$ cat src/rtl/eth_tx_arbiter.sv
// Round-robin arbiter sharing one Ethernet framer between NUM_REQ payload sources.
// Define ETH_TX_ARB_IFG_EN to build a GAP state that holds IFG_CYCLES idle cycles after each frame.
module eth_tx_arbiter #(
  parameter int NUM_REQ    = 2,
  parameter int IFG_CYCLES = 12,
  localparam int GW        = (NUM_REQ > 1) ? $clog2(NUM_REQ) : 1
) (
  input  logic                    clk,
  input  logic                    sreset,
  // Streams: a beat moves on a cycle where tvalid and tready are both high; a source must
  // hold tvalid and its data/tlast until that cycle, and tvalid never depends on tready.
  output logic [NUM_REQ-1:0]      req_axis_tready,
  input  logic [NUM_REQ-1:0]      req_axis_tvalid,
  input  logic [NUM_REQ-1:0]      req_axis_tlast,
  input  logic [NUM_REQ*8-1:0]    req_axis_tdata,
  input  logic [NUM_REQ*48-1:0]   req_dst_mac,
  input  logic [NUM_REQ*16-1:0]   req_ethertype,
  input  logic                    payload_axis_tready,
  output logic                    payload_axis_tvalid,
  output logic                    payload_axis_tlast,
  output logic [7:0]              payload_axis_tdata,
  output logic [47:0]             dst_mac,
  output logic [15:0]             ethertype,
  input  logic                    frame_done,
  output logic [GW-1:0]           grant_idx,
  output logic                    busy,
  output logic [1:0]              dbg_state
);

  if (NUM_REQ < 2 || NUM_REQ > 8 || IFG_CYCLES < 1) begin : g_param_check
    $error("eth_tx_arbiter: NUM_REQ must be 2..8 and IFG_CYCLES at least 1");
  end

  typedef enum logic [1:0] {
    S_IDLE      = 2'd0,
    S_PASS      = 2'd1,
    S_WAIT_DONE = 2'd2
`ifdef ETH_TX_ARB_IFG_EN
    , S_GAP     = 2'd3
`endif
  } state_t;

  state_t          r_state;
  state_t          w_state_nxt;
  logic [GW-1:0]   r_ptr;
  logic [GW-1:0]   r_grant_idx;
  logic [47:0]     r_dst_mac;
  logic [15:0]     r_ethertype;

  logic            w_sel_vld;
  logic [GW-1:0]   w_sel_idx;
  logic [47:0]     w_sel_mac;
  logic [15:0]     w_sel_et;
  logic            w_g_valid;
  logic            w_g_last;
  logic [7:0]      w_g_data;

`ifdef ETH_TX_ARB_IFG_EN
  localparam int CW = $clog2(IFG_CYCLES + 1);
  logic [CW-1:0]   r_ifg_cnt;
`endif

  // Rotating priority: search starts just after the previous winner and wraps.
  always_comb begin
    w_sel_vld = 1'b0;
    w_sel_idx = r_ptr;
    for (int k = 1; k <= NUM_REQ; k++) begin
      for (int i = 0; i < NUM_REQ; i++) begin
        if (!w_sel_vld && req_axis_tvalid[i] && (((int'(r_ptr) + k) % NUM_REQ) == i)) begin
          w_sel_vld = 1'b1;
          w_sel_idx = GW'(i);
        end
      end
    end
  end

  always_comb begin
    w_sel_mac = '0;
    w_sel_et  = '0;
    w_g_valid = 1'b0;
    w_g_last  = 1'b0;
    w_g_data  = '0;
    for (int i = 0; i < NUM_REQ; i++) begin
      if (w_sel_idx == GW'(i)) begin
        w_sel_mac = req_dst_mac[48*i +: 48];
        w_sel_et  = req_ethertype[16*i +: 16];
      end
      if (r_grant_idx == GW'(i)) begin
        w_g_valid = req_axis_tvalid[i];
        w_g_last  = req_axis_tlast[i];
        w_g_data  = req_axis_tdata[8*i +: 8];
      end
    end
  end

  always_comb begin
    w_state_nxt = r_state;
    case (r_state)
      S_IDLE:      if (w_sel_vld) w_state_nxt = S_PASS;
      S_PASS:      if (w_g_valid && w_g_last && payload_axis_tready) w_state_nxt = S_WAIT_DONE;
`ifdef ETH_TX_ARB_IFG_EN
      S_WAIT_DONE: if (frame_done) w_state_nxt = S_GAP;
      S_GAP:       if (r_ifg_cnt == '0) w_state_nxt = S_IDLE;
`else
      S_WAIT_DONE: if (frame_done) w_state_nxt = S_IDLE;
`endif
      default:     w_state_nxt = S_IDLE;
    endcase
  end

  // Zero-latency pass-through; everything is forced low outside PASS.
  always_comb begin
    req_axis_tready     = '0;
    payload_axis_tvalid = 1'b0;
    payload_axis_tlast  = 1'b0;
    payload_axis_tdata  = '0;
    if (r_state == S_PASS) begin
      for (int i = 0; i < NUM_REQ; i++) begin
        if (r_grant_idx == GW'(i)) req_axis_tready[i] = payload_axis_tready;
      end
      payload_axis_tvalid = w_g_valid;
      payload_axis_tlast  = w_g_last;
      payload_axis_tdata  = w_g_data;
    end
  end

  always_ff @(posedge clk) begin
    if (sreset) begin
      r_state     <= S_IDLE;
      r_ptr       <= GW'(NUM_REQ - 1);
      r_grant_idx <= '0;
      r_dst_mac   <= '0;
      r_ethertype <= '0;
    end else begin
      r_state <= w_state_nxt;
      if (r_state == S_IDLE && w_sel_vld) begin
        r_ptr       <= w_sel_idx;
        r_grant_idx <= w_sel_idx;
        r_dst_mac   <= w_sel_mac;
        r_ethertype <= w_sel_et;
      end
    end
  end

`ifdef ETH_TX_ARB_IFG_EN
  always_ff @(posedge clk) begin
    if (sreset) begin
      r_ifg_cnt <= '0;
    end else if (r_state == S_WAIT_DONE && frame_done) begin
      r_ifg_cnt <= CW'(IFG_CYCLES - 1);
    end else if (r_state == S_GAP && r_ifg_cnt != '0) begin
      r_ifg_cnt <= r_ifg_cnt - 1'b1;
    end
  end
`endif

  assign dst_mac   = r_dst_mac;
  assign ethertype = r_ethertype;
  assign grant_idx = r_grant_idx;
  assign busy      = (r_state != S_IDLE);
  assign dbg_state = r_state;

endmodule

$ cat config.mk
export PLATFORM = sky130hd
export DESIGN_NAME = eth_tx_arbiter
export DESIGN_NICKNAME = d
export VERILOG_FILES = /design/src/rtl/eth_tx_arbiter.sv
export SDC_FILE = /design/constraint.sdc
export NUM_CORES = 1
export LEC_CHECK = 0
export ABC_AREA = 1
export BUFFER_PORTS_ARGS = -buffer_cell sky130_fd_sc_hd__buf_2
export CAP_MARGIN = 10
export CORE_UTILIZATION = 46
export DETAILED_ROUTE_END_ITERATION = 7
export MAX_ROUTING_LAYER = met4
export PLACE_DENSITY_LB_ADDON = 0.15
export SLEW_MARGIN = 20
export SYNTH_ARGS = -nofsm -noshare
export SYNTH_HDL_FRONTEND = slang
export SYNTH_SLANG_ARGS = --single-unit
$ cat constraint.sdc
create_clock -name clk -period 2.93 [get_ports clk]
set_input_delay 0.1465 -clock clk [delete_from_list [all_inputs] [get_ports clk]]
set_output_delay 0.1465 -clock clk [all_outputs]
set_load 0.02 [all_outputs]
==> reports/metrics.cfg <==
[yosys]
yosys-top-cells-area = dfxtp_1 (38%), nand2_1 (23%), nor2_1 (13%)
synth_common_cells = nand2_1 (224), nor2_1 (129), inv_1 (70), dfxtp_1 (68), nand3_1 (66)
synthArstFlopShare_pct = 0
synth_most_common_cell = nand2_1
yosysSeqAreaShare_pct = 37.7
yosysTopAreaCellShare_pct = 37.7
yosysWarnings = 0
synth-main-ff-cell = dfxtp_1
avgSynthCellArea_um2 = 5.85
synth_nets = 769
synth_largest_area_cell = dfxtp_1
synthMuxAreaShare_pct = 0
synthCells = 617
synth_top_family_by_area = simple AND/OR/NAND/NOR gates
synthAdderAreaFrac_pct = 0
yosys.area_share.simple_pct = 46.8
synth_edf_count = 0
synth_xor_area_share_pct = 0
netlist_area_um2 = 3610
ys_ff_latch = 68
synth-compound-area-share_pct = 2.08
synth.distinct_cells = 17

[global_routing]
overflow = 0
grt_pass1_wl_mm = 17.1
grt_pass1_vias = 3887
antenna_found_initial = 0
grt_max_degree = 71
grt_use_total_pct = 26.0

[sta]
fin_crit_sh_pct = 62.0
tightest_slew_ns = 0.730
hold_viol = 0
slew_viol_final = 0
finalClockSkew_ns = 0.0121
setup_viol = 0
slew_headroom_pct = 51.3
timing.fmax_ghz = 0.551
whs_ns = 0.0873
rsz0062_at_grt = no
finalSetupTns_ns = 0
final.min_clock_period_ns = 1.82

[power]
swShare_pct = 39.8
p_leak_nw = 3.14
seq_power_share_pct = 35.9
power_mw = 3.33
peakVddDrop_mv = 0.305
power.density_nw_per_um2 = 672
pwr-share-comb_pct = 40.1
p_int_mw = 2.00
clkPwrFrac_pct = 24.0
p_sw_mw = 1.33

[place]
io_buffers = 231
dpl-instance-area_um2 = 4740
dp_hpwl_mm = 7.57
place_congestion = 0.815

[floorplan]
num_rows = 31
die_w_um = 90.6
die-height_um = 90.6
dieArea_um2 = 8210
core_area_um2 = 7410
ios = 232
start_util_pct = 48.7

[min_path]
min-delay-start = req_dst_mac[83]
worstHoldPathCells = 5
min_path_type = in -> reg
holdPathEnd = dst_mac[35]

[cts]
cts-hold-fix-buffers = 0
post_cts_buffers = 0
clk_latency_ns = 0.34
h-tree-depth = 3
path_clk_slew_ns = 0.08
cts_sinks = 68
cts_inserted_buffers = 9
cts_tree = done
cts_resized = 0
clock-root-buffer = clkbuf_8
clock_path_buffers = 2

[worst_setup_path]
reg2reg_slack_ns = 1.27
critical_path.cell_chain = inv_1, nor3_1, buf_2
max_stage_delay_ns = 0.62
path_delay_family = flip-flops
worst-path-buf-inv = 2
reg2regPathDepth = 8
path_class = reg -> out
crit_fanout = 14
r2r_end = dst_mac[11]
arrival_ns = 1.67
cp_data_required_time_ns = 2.78
startpoint_type = flop
end_kind = output pin
rr_startpoint = r_ptr
crit_path_top_delay_cell = dfxtp_1

[detailed_routing]
wl_mm = 10.3
ant_nets = 0
wl_per_cell_um = 11.0
via_count = 4372
dr.first_iter.drc_count = 151
via_per_inst = 4.70
dr.pass1.iters = 5
drc = 0

[layout]
final_layout_size_suffix_gt1_share_pct = 31.3
syn2layout_area_growth_pct = 37.2
nNetsFinal = 979
antenna_cells = 0
fin_area_um2 = 4950

[outcome]
outcome = completed

[job]
cap_violations = 0

==> routing by layer <==
layer,share of wire [%],track usage (%)
met5,0,-
met4,1.8,10.8
met3,7.2,5.47
met2,49,43.2
met1,42,30.6
==> worst register-to-register path, cell delays in order (launching register included) <==
cell	delay [ns]
dfxtp_1	0.35
nand2_1	0.11
o21ai_4	0.07
inv_2	0.44
buf_4	0.38
nand2_1	0.08
nand3_1	0.08
nand2_1	0.07
inv_1	0.05
==> kinds of logic after synthesis <==
family,after synthesis
AO/OA/AOI/OAI,15
flip-flops,68
AND/OR/NAND/NOR,424
buffers and inverters,110
==> metrics by stage <==
stage	util (%)	cells	setup WS, ns
3_5_place_dp	64.0	915	1.26
5_1_grt	66.9	931	0.885
6_report	66.9	931	1.11
2_1_floorplan	-	617	1.55
3_3_place_gp	64.0	915	1.29
4_1_cts	66.9	931	1.10
==> power groups by stage <==
stage          clock network [mW]  registers [mW]  logic, mW
6_report                    0.800            1.20       1.34
5_1_grt                     0.861            1.22       1.50
4_1_cts                     0.822            1.20       1.34
3_5_place_dp                    0            1.22       1.34
3_3_place_gp                    0            1.21       1.31
2_1_floorplan                   0            1.41      0.751
==> flip-flops by register name, indices dropped and copies added (netlist names) <==
register	count
dbg_state	2
r_ptr	1
ethertype	16
grant_idx	1
dst_mac	48
==> cell usage in the layout, fill, tap and decap left out <==
cell	netlist	layout
a21oi_1	13	13
buf_12	0	1
buf_2	22	231
buf_4	2	5
bufinv_16	0	1
clkbuf_8	0	11
clkinv_2	0	1
clkinvlp_4	0	2
dfxtp_1	68	68
inv_1	70	69
inv_2	2	3
inv_6	0	1
nand2_1	224	224
nand3_1	66	66
nor2_1	129	129
nor2_2	2	2
nor2_4	1	1
nor3_1	2	2
o21ai_0	1	1
o21ai_4	0	1
==> how the worst max path moves through the flow <==
| stage | startpoint | end | slack, ns | cells after the start |
|---|---|---|---|---|
| 3_5_place_dp | r_ptr | dst_mac[11] | 1.26 | 8 |
| 3_3_place_gp | r_ptr | ethertype[13] | 1.29 | 8 |
| 4_1_cts | grant_idx | req_axis_tready[1] | 1.10 | 3 |
| 6_report | grant_idx | req_axis_tready[1] | 1.11 | 3 |
| 2_1_floorplan | grant_idx | req_axis_tready[1] | 1.55 | 3 |
| 5_1_grt | grant_idx | req_axis_tready[1] | 0.88 | 3 |
==> area by class of cell <==
cell class	count	area (µm²)
flip-flops and latches	68	1360
fillers	713	2450
inverters	72	270
well taps	99	124
multi-input cells	439	1780
clock inverters	5	58.8
clock buffers	11	151
repair buffers	237	1210
No activity file was read; power rests on OpenSTA's default activity.
